`src/rtl/bf_pipe_dual.sv`:
```
// bf_pipe_dual: 3-stage pipelined modular butterfly for NTT (CT) / INTT (GS).
// The mode bit is sampled per beat and travels with it, so CT and GS beats
// can be interleaved freely. Whole-pipe backpressure: a held result freezes
// every stage.
// Optional feature macro: BF_HALF_SCALE_EN. When it is defined, GS results are
// multiplied by 2^-1 mod q before the output register.
module bf_pipe_dual #(
   parameter int BIT_LEN  = 13,
   parameter int q        = 7681,
   parameter int PROD_LEN = 2*BIT_LEN
) (
   input  logic                clk,
   input  logic                reset,
   input  logic                in_valid,
   output logic                in_ready,
   input  logic                mode,
   input  logic [BIT_LEN-1:0]  in0,
   input  logic [BIT_LEN-1:0]  in1,
   input  logic [BIT_LEN-1:0]  phi,
   output logic                out_valid,
   input  logic                out_ready,
   output logic [BIT_LEN-1:0]  out0,
   output logic [BIT_LEN-1:0]  out1,
   output logic [1:0]          inflight
);

   localparam logic [BIT_LEN-1:0]  Q_B = BIT_LEN'(q);
   localparam logic [BIT_LEN:0]    Q_E = (BIT_LEN+1)'(q);
   localparam logic [PROD_LEN-1:0] Q_P = PROD_LEN'(q);

   // (x + y) mod q for x, y already in [0, q-1]
   function automatic logic [BIT_LEN-1:0] mod_add(input logic [BIT_LEN-1:0] x,
                                                  input logic [BIT_LEN-1:0] y);
      logic [BIT_LEN:0] s;
      s = {1'b0, x} + {1'b0, y};
      if (s >= Q_E) s = s - Q_E;
      return BIT_LEN'(s);
   endfunction

   // (x - y) mod q for x, y already in [0, q-1]; wraps by adding q
   function automatic logic [BIT_LEN-1:0] mod_sub(input logic [BIT_LEN-1:0] x,
                                                  input logic [BIT_LEN-1:0] y);
      if (x >= y) return x - y;
      return BIT_LEN'({1'b0, x} + Q_E - {1'b0, y});
   endfunction

`ifdef BF_HALF_SCALE_EN
   // x * 2^-1 mod q: an odd x becomes even after adding the odd modulus q
   function automatic logic [BIT_LEN-1:0] half_mod(input logic [BIT_LEN-1:0] x);
      logic [BIT_LEN:0] t;
      t = x[0] ? ({1'b0, x} + Q_E) : {1'b0, x};
      return BIT_LEN'(t >> 1);
   endfunction
`endif

   // pipeline control state
   logic                r_v1, r_v2, r_v3;
   logic [1:0]          r_inflight;

   // S1 operand register
   logic                r_s1_mode;
   logic [BIT_LEN-1:0]  r_s1_op0;
   logic [PROD_LEN-1:0] r_s1_op1;
   logic [BIT_LEN-1:0]  r_s1_w;

   // S2 reduction register
   logic                r_s2_mode;
   logic [BIT_LEN-1:0]  r_s2_op0;
   logic [BIT_LEN-1:0]  r_s2_p;

   // S3 output register
   logic [BIT_LEN-1:0]  r_out0, r_out1;

   logic                w_stall, w_accept, w_consume;
   logic [BIT_LEN-1:0]  w_a, w_b, w_w;
   logic [PROD_LEN-1:0] w_ct_prod, w_gs_prod;
   logic [BIT_LEN-1:0]  w_s1_op0_next;
   logic [PROD_LEN-1:0] w_s1_op1_next;
   logic [BIT_LEN-1:0]  w_s2_p_next;
   logic [BIT_LEN-1:0]  w_ct_out0, w_ct_out1, w_gs_out0, w_gs_out1;
   logic [BIT_LEN-1:0]  w_out0_next, w_out1_next;

   assign w_stall   = r_v3 && !out_ready;
   assign in_ready  = !w_stall;
   assign w_accept  = in_valid && in_ready;
   assign w_consume = r_v3 && out_ready;

   assign out_valid = r_v3;
   assign out0      = r_out0;
   assign out1      = r_out1;
   assign inflight  = r_inflight;

   // capture: fold out-of-range operands back into [0, q-1]
   assign w_a = in0 % Q_B;
   assign w_b = in1 % Q_B;
   assign w_w = phi % Q_B;

   // S1 next: CT keeps a and the raw product; GS forms the sum and difference
   assign w_ct_prod     = PROD_LEN'(w_b) * PROD_LEN'(w_w);
   assign w_s1_op0_next = mode ? mod_add(w_a, w_b) : w_a;
   assign w_s1_op1_next = mode ? PROD_LEN'(mod_sub(w_a, w_b)) : w_ct_prod;

   // S2 next: CT reduces b*w; GS multiplies the difference by w, then reduces
   assign w_gs_prod   = PROD_LEN'(r_s1_op1[BIT_LEN-1:0]) * PROD_LEN'(r_s1_w);
   assign w_s2_p_next = BIT_LEN'((r_s2_sel_gs() ? w_gs_prod : r_s1_op1) % Q_P);

   function automatic logic r_s2_sel_gs();
      return r_s1_mode;
   endfunction

   // S3 next: CT combines a with p; GS passes the sum and the reduced product
   assign w_ct_out0 = mod_add(r_s2_op0, r_s2_p);
   assign w_ct_out1 = mod_sub(r_s2_op0, r_s2_p);
`ifdef BF_HALF_SCALE_EN
   assign w_gs_out0 = half_mod(r_s2_op0);
   assign w_gs_out1 = half_mod(r_s2_p);
`else
   assign w_gs_out0 = r_s2_op0;
   assign w_gs_out1 = r_s2_p;
`endif
   assign w_out0_next = r_s2_mode ? w_gs_out0 : w_ct_out0;
   assign w_out1_next = r_s2_mode ? w_gs_out1 : w_ct_out1;

   // stage valid bits and beat count; whole pipe advances unless stalled
   always_ff @(posedge clk) begin
      if (!reset) begin
         r_v1       <= 1'b0;
         r_v2       <= 1'b0;
         r_v3       <= 1'b0;
         r_inflight <= 2'd0;
      end else begin
         if (!w_stall) begin
            r_v1 <= w_accept;
            r_v2 <= r_v1;
            r_v3 <= r_v2;
         end
         unique case ({w_accept, w_consume})
            2'b10:   r_inflight <= r_inflight + 2'd1;
            2'b01:   r_inflight <= r_inflight - 2'd1;
            default: r_inflight <= r_inflight;
         endcase
      end
   end

   // S1/S2 data registers; only loaded by a real beat so bubbles cost no toggles
   always_ff @(posedge clk) begin
      if (w_accept) begin
         r_s1_mode <= mode;
         r_s1_op0  <= w_s1_op0_next;
         r_s1_op1  <= w_s1_op1_next;
         r_s1_w    <= w_w;
      end
      if (!w_stall && r_v1) begin
         r_s2_mode <= r_s1_mode;
         r_s2_op0  <= r_s1_op0;
         r_s2_p    <= w_s2_p_next;
      end
   end

   // output register; holds the last result while S3 is empty
   always_ff @(posedge clk) begin
      if (!reset) begin
         r_out0 <= '0;
         r_out1 <= '0;
      end else if (!w_stall && r_v2) begin
         r_out0 <= w_out0_next;
         r_out1 <= w_out1_next;
      end
   end

endmodule
```
`config.mk`:
```
export PLATFORM = sky130hd
export DESIGN_NAME = bf_pipe_dual
export DESIGN_NICKNAME = d
export VERILOG_FILES = /design/src/rtl/bf_pipe_dual.sv
export SDC_FILE = /design/constraint.sdc
export NUM_CORES = 1
export LEC_CHECK = 0
export ABC_AREA = 1
export BUFFER_PORTS_ARGS = -buffer_cell sky130_fd_sc_hd__buf_2
export CORE_UTILIZATION = 31
export CTS_BUF_LIST = sky130_fd_sc_hd__clkbuf_4 sky130_fd_sc_hd__clkbuf_8
export DETAILED_ROUTE_END_ITERATION = 7
export GPL_TIMING_DRIVEN = 0
export RECOVER_POWER = 50
export SYNTH_ARGS = -nofsm -noshare
export SYNTH_HDL_FRONTEND = slang
export SYNTH_SLANG_ARGS = --single-unit
```
`constraint.sdc`:
```
create_clock -name clk -period 19.19 [get_ports clk]
set_input_delay 3.838 -clock clk [delete_from_list [all_inputs] [get_ports clk]]
set_output_delay 3.838 -clock clk [all_outputs]
set_load 0.01 [all_outputs]
```
==> impl_results.md, run 1 <==
* Port Buf Inserts at between 70 and 80
* Layout Nets at approximately 4900
* Grt total ovfl at 0
* Final setup vio count at 0
* Max Transition Viols Final at 44
* Post-synthesis cell type count at 73
* Initial Util at 0.314
* RePlAce Congestion at around 0.90
* Hold Path Class: reg2reg
* Synth warn at 0
* Routed len/inst at approximately 14 µm
* Crit path DAT at 17890 ps
* CP required at about 19000 ps
* DRC viols at 0
* CP max stage delay at about 580 ps
* MaxCap Viol Count at 1
* Post-synth EDFFs at 80
* Status: finished with violations
* Clock sink count at 111
* Final instance area at around 31000 µm²
* Via Count at ~26000
* DR vias/cell at roughly 4.7
* # IOs at 74
* Dpl cell area at about 31000 µm²
* Largest net degree at the start of global routing at 44
* Worst slew pin tran at 2360 ps
* Final WS setup at between 1500 and 2000 ps
* Die Height at between 300 and 400 µm
* Critical Path Sink Type: flop
* CTS tree: built
* Num rows at 111
* Async S/R FF share, synth at 0
* Share of layout cells above drive strength 1 at 0.120
* Routed Antenna Nets at 0
* Synth Instances at 4255
* Crit Path Category: reg2reg
* Most common cell after layout, fill and taps aside: nand2_1
* Hold WS at between 400 and 500 ps
* WL final at between 80000 and 90000 µm
* Failing checks: capacitance limit, slew limit
* Most frequent CP cell: nand2_4
* Clock slew at reported path FFs at between 100 and 150 ps
* Clock Skew at about 38 ps
* Synth-to-Final Area Change at 8.33%
* Setup WS pre-CTS at between 700 and 800 ps
* Die area at around 95000 µm²
* First-pass GRT wire length at between 100000 and 150000 µm
* Mean Syn Cell Area at ~6.8 µm²
* Clk buf depth at 2
* Max_slew headroom at -0.571
* Syn Nets at just under 5000
* CTS hold repair buffers at 0
* Most used DFF post-synth: edfxtp_1
* Crit path time final at approximately 18000 ps
* Initial antenna violation count at 1
* Max Fclk at around 57 MHz
* Final Hold Vio Count at 0
* Crit-path max FO at 10
* Post-synthesis sequential area ratio at 0.104
* Most frequent cells in the layout: 1078 x nand2_1, 838 x inv_1, 327 x nor2_1, 266 x nand3_1, 262 x fa_1
* Drt first-iter violations at 1816
* Total negative slack at 0 ps
* Period utilization at 0.921
* Slowest CP cell: fa_1
* Core box area at just over 90000 µm²
* DIE WIDTH at 308 µm
* CTS root buffer: clkbuf_8
* Synthesized area at slightly below 30000 µm²
* Hpwl dp at between 60000 and 70000 µm
* First-pass DRT Iterations at 6
* FILL cells at ~10000
* Number of synthesized register bits at between 100 and 150
* Startpoint Class: flop
* Clock buffer count from CTS at 9
* CTS HTree Levels at 3
* Number of global-route vias before repair at 25900
* Worst-Skew Late Latency at 470 ps
* Aggregate global-route resource usage at 0.174
[state kept, by name (all words and copies together) (netlist names)]
register,count
r_s2_mode,1
r_v1,1
inflight,2
out0,13
r_s2_p,13
r_s2_op0,13
out_valid,1
r_v2,1
r_s1_op1,26
out1,13
r_s1_w,13
r_s1_op0,13
r_s1_mode,1
[logic make-up after synthesis]
kind of cell    share of synthesized area
compound gates                     0.0834
xor+xnor                           0.0418
fa+ha+maj                           0.286
buf+inv                             0.139
flops                               0.104
simple gates                        0.345
[metrics by stage]
stage | std cells | utilization
2_1_floorplan | 4255 | -
3_3_place_gp | 5571 | 0.335
3_5_place_dp | 5572 | 0.335
4_1_cts | 5588 | 0.338
5_1_grt | 5610 | 0.340
6_report | 5612 | 0.341
[cells in the mapped netlist, drive strengths merged (24+ instances only)]
| master | number | area (µm²) |
|---|---|---|
| nand3 | 306 | 1760 |
| nor3 | 28 | 150 |
| ha | 243 | 3040 |
| o211ai | 25 | 188 |
| nand4 | 62 | 437 |
| o21ai | 143 | 795 |
| edfxtp | 80 | 2400 |
| inv | 881 | 3310 |
| nor2 | 373 | 1620 |
| nand2 | 1278 | 5670 |
| clkbuf | 76 | 339 |
| xor2 | 116 | 1020 |
| buf | 24 | 284 |
| a21oi | 163 | 868 |
| dfxtp | 31 | 621 |
| fa | 262 | 5250 |
[path summary, 6_finish.rpt]
check | to | depth (start not counted) | startpoint | slack (ps)
max | r_s2_p[12] | 123 | r_s1_w[4] | 1510
min | r_s2_op0[1] | 0 | r_s1_op0[1] | 420
max reg2reg | r_s2_p[12] | 123 | r_s1_w[4] | 1510
min reg2reg | r_s2_op0[1] | 0 | r_s1_op0[1] | 420
[layer usage]
metal  up-vias  share of wire  global-route usage
met4         2          0.024              0.0484
met2       551           0.47               0.302
met5         -        0.00016                   0
met3        98          0.038              0.0141
li1      13300              -                   -
met1     12300           0.47               0.231
[area by class of cell]
type                    count  area (µm²)  area share
clock inverters             7        80.1     0.00255
flip-flops and latches    111        3020      0.0964
inverters                 900        3410       0.109
multi-input cells        3144       22000       0.701
clock buffers               9         124     0.00395
plain buffers             100         684      0.0218
diodes                      2        5.00    0.000160
repair buffers             96         497      0.0158
well taps                1243        1560      0.0496
[worst max-delay path: cells and delay by family, from the launching register on]
family / cells / cell delay, ps
DFF: 1 / 530
buffers and inverters: 21 / 2560
and+or+nand+nor: 89 / 10100
adders and majority gates: 9 / 3420
AOI/OAI and AO/OA: 4 / 750
[timing repair]
| item | in CTS | in global routing |
|---|---|---|
| resized for setup | 0 | 100 |
| setup endpoints to repair | 0 | 13 |
| buffers inserted | 0 | 22 |
Power of run 1 is left out: the tool's default activity adds up to more than one toggle a clock period on the data nets, which glitch-free logic cannot reach.
==> run 2, diff against run 1 <==
ABC_AREA = not set   (was 1)
SKIP_CTS_REPAIR_TIMING = 1   (was not set)
==> run 2 against run 1 <==
  * Global-route usage is 0.38 points lower
  * Wire length decreased by 0.82%
  * Die area shrank 5.8%
  * Highest routed layer is now met4
  * Fmax down 8.5%
  * Area after synthesis fell by 5.8%
  * Sequential share of layout area down 0.33 points
  * Via count decreased by 4.1%
  * Synthesized cell count shrank 20%
  * Worst setup slack got worse by 1600 ps
  * Critical endpoint is now r_s2_p[11]
  * Non-clock buffer count is 184 higher
  * The run ends with capacitance limit, slew limit, setup timing left
  * Design area up 3.5%
  * Clock skew decreased by 16 ps
==> impl_results.md, run 2 <==
* Clock sink count at 111 (unchanged)
* Hpwl dp at 64100 µm (was 68500 µm)
* Post-synthesis sequential area ratio at 0.111 (was 0.104)
* Clock slew at reported path FFs at 120 ps (about the same)
* Number of synthesized register bits at 111 (unchanged)
* Layout Nets at 4192 (was 4911)
* Hold Path Class: reg2reg (unchanged)
* Area share of the largest cell type after synthesis at 0.192 (was 0.181)
* Initial antenna violation count at 5 (was 1)
* CTS HTree Levels at 3 (unchanged)
* Synth area leaders: fa_1 19%, ha_1 11%, edfxtp_1 8.8% (was fa_1 18%, nand2_1 14%, inv_1 11%)
* Max Fclk at 51.7 MHz (was 56.6 MHz)
* Grt total ovfl at 0 (unchanged)
* Most common cell in the netlist: inv_1 (was nand2_1)
* DRC viols at 0 (unchanged)
* Crit path DAT at 19500 ps (was 17890 ps)
* RSZ-0062 raised after global routing: true
* Reg-to-reg startpoint: r_s1_op1[6] (was r_s1_w[4])
* WL final at 80400 µm (was 81000 µm)
* Aggregate global-route resource usage at 0.171 (was 0.174)
* Num rows at 108 (was 111)
* Initial Util at 0.314 (about the same)
* Failing checks: capacitance limit, slew limit, setup timing (was capacitance limit, slew limit)
* DIE WIDTH at 299 µm (was 308 µm)
* Final setup vio count at 11 (was 0)
* RePlAce Congestion at 0.905 (was 0.898)
* CTS tree: built (unchanged)
* Core box area at 86900 µm² (was 92100 µm²)
* First-pass DRT Iterations at 6 (unchanged)
* Synthesized area at 27300 µm² (was 28900 µm²)
* Mean Syn Cell Area at 8.05 µm² (was 6.80 µm²)
* CTS root buffer: clkbuf_8 (unchanged)
* Max Transition Viols Final at 45 (was 44)
* Largest net degree at the start of global routing at 45 (was 44)
* Period utilization at 1.01 (was 0.921)
* Most frequent cells in the layout: 424 x inv_1, 391 x nand2_1, 281 x nor2_1, 260 x fa_1, 228 x ha_1 (was 1078 x nand2_1, 838 x inv_1, 327 x nor2_1, 266 x nand3_1, 262 x fa_1)
* Crit path time final at 19330 ps (was 17680 ps)
* Reg2reg end: r_s2_p[11] (was r_s2_p[12])
* Synth warn at 0 (unchanged)
* Status: finished with violations (unchanged)
* Final Hold Vio Count at 0 (unchanged)
* Total negative slack at -828 ps (was 0 ps)
* Synth-to-Final Area Change at 19.1% (was 8.33%)
* Async S/R FF share, synth at 0 (unchanged)
* Most used DFF post-synth: edfxtp_1 (unchanged)
* MaxCap Viol Count at 1 (unchanged)
* Hold path endpoint: r_s2_op0[6] (was r_s2_op0[1])
* Number of flip-flops in the largest register at 26 (unchanged)
* Multi-input gate area at 23800 µm² (was 22000 µm²)
* CP required at 19360 ps (was 19410 ps)
* Clock Skew at 22.3 ps (was 37.8 ps)
* Number of global-route vias before repair at 23900 (was 25900)
* Clk buf depth at 2 (unchanged)
* DR vias/cell at 5.24 (was 4.68)
* Slowest CP cell: or4_4 (was fa_1)
* Worst-Skew Late Latency at 420 ps (was 470 ps)
* Crit-path max FO at 7 (was 10)
* Routed Antenna Nets at 0 (unchanged)
* Most common cell after layout, fill and taps aside: inv_1 (was nand2_1)
* Hold Path Origin: r_s1_op0[6] (was r_s1_op0[1])
* Most frequent CP cell: buf_6 (was nand2_4)
* CP max stage delay at 590 ps (was 580 ps)
* Post-synth top area cell: fa_1 (unchanged)
* Startpoint Class: flop (unchanged)
* Post-synth EDFFs at 80 (unchanged)
* Synth Instances at 3385 (was 4255)
* Clock buffer count from CTS at 9 (unchanged)
* Post-synthesis cell type count at 124 (was 73)
* First-pass GRT wire length at 125000 µm (was 134000 µm)
* Worst slew pin tran at 2390 ps (was 2360 ps)
* R2R cell count at 76 (was 123)
* Drt first-iter violations at 1653 (was 1816)
* Top reg by flops: r_s1_op1 (unchanged)
* Max_slew headroom at -0.591 (was -0.571)
* Crit Path Category: reg2reg (unchanged)
* Worst-case register-to-register setup slack at -140 ps (was 1510 ps)
* Die Height at 299 µm (was 308 µm)
* Routed len/inst at 16.7 µm (was 14.4 µm)
* FILL cells at 8921 (was 10000)
* FF+latch area at 3020 µm² (unchanged)
* Hold Path Depth at 0 (unchanged)
* Port Buf Inserts at 73 (unchanged)
* Share of layout cells above drive strength 1 at 0.168 (was 0.120)
* Final WS setup at -136 ps (was 1510 ps)
* Die area at 89100 µm² (was 94600 µm²)
* # IOs at 74 (unchanged)
* Critical Path Sink Type: flop (unchanged)
* Syn Nets at 3934 (was 4804)
* Post-synth top cells: 437 x inv_1, 401 x nand2_1, 290 x nor2_1, 262 x fa_1, 243 x ha_1 (was 1082 x nand2_1, 838 x inv_1, 330 x nor2_1, 269 x nand3_1, 262 x fa_1)
* Via Count at 25200 (was 26300)
[run 2: cells by family (layout without fill, tap and decap cells)]
group,Yosys count,count (layout),share of synthesized area
other,0,1,0
AO/OA/AOI/OAI,716,717,0.192
XOR/XNOR,225,225,0.0745
adder cells (fa/ha/maj),509,509,0.306
AND/OR/NAND/NOR,1206,1206,0.219
flip-flops,111,111,0.111
buffers and inverters,571,833,0.0800
multiplexers,47,47,0.0180
[run 2: metal layers]
metal | track usage | part of all wire | up-vias
li1 | - | - | 12100
met1 | 0.238 | 0.46 | 12300
met2 | 0.281 | 0.47 | 720
met3 | 0.0227 | 0.053 | 95
met4 | 0.0328 | 0.018 | 0
met5 | 0 | 0 | -
[run 2: per-stage QoR]
step                      cell area [µm²]  hold WS [ps]  utilization  setup WS (ps)  std cells
after detailed placement            29100           405        0.335          -3260       4614
after floorplan                     27300           400            -            434       3385
final                               32500           430        0.374           -136       4804
after CTS                           29300           431        0.337          -3340       4630
after global routing                32500           437        0.374           -756       4804
after global placement              29100           401        0.335          -3060       4613
[run 2: cell type report]
| type | instances | share of cell area |
|---|---|---|
| clock inverters | 7 | 0.00293 |
| multi-input cells | 2704 | 0.732 |
| inverters | 437 | 0.0506 |
| repair buffers | 259 | 0.0537 |
| plain buffers | 121 | 0.0193 |
| well taps | 1155 | 0.0445 |
| clock buffers | 9 | 0.00382 |
| flip-flops and latches | 111 | 0.0931 |
| diodes | 1 | 0.0000771 |
[run 2: worst max-delay path, delay by kind of cell (launching register included)]
kind,cells,cell delay (ps)
multiplexers,2,700
XOR/XNOR,3,410
buffers and inverters,14,1750
adder cells (fa/ha/maj),8,2870
AO/OA/AOI/OAI,27,6710
AND/OR/NAND/NOR,22,6060
flip-flops,1,540
[run 2: how the worst max path moves through the flow]
| stage | start | endpoint | slack (ps) | cells after the start |
|---|---|---|---|---|
| floorplan | r_s1_op1[6] | r_s2_p[11] | 430 | 71 |
| global placement | r_s1_op1[6] | r_s2_p[1] | -3060 | 72 |
| detailed placement | r_s1_op1[6] | r_s2_p[1] | -3260 | 72 |
| CTS | r_s1_op1[6] | r_s2_p[1] | -3340 | 72 |
| global route | r_s1_op1[5] | r_s2_p[11] | -760 | 77 |
| finish | r_s1_op1[6] | r_s2_p[11] | -140 | 76 |
Power of run 2 is left out for the same reason.
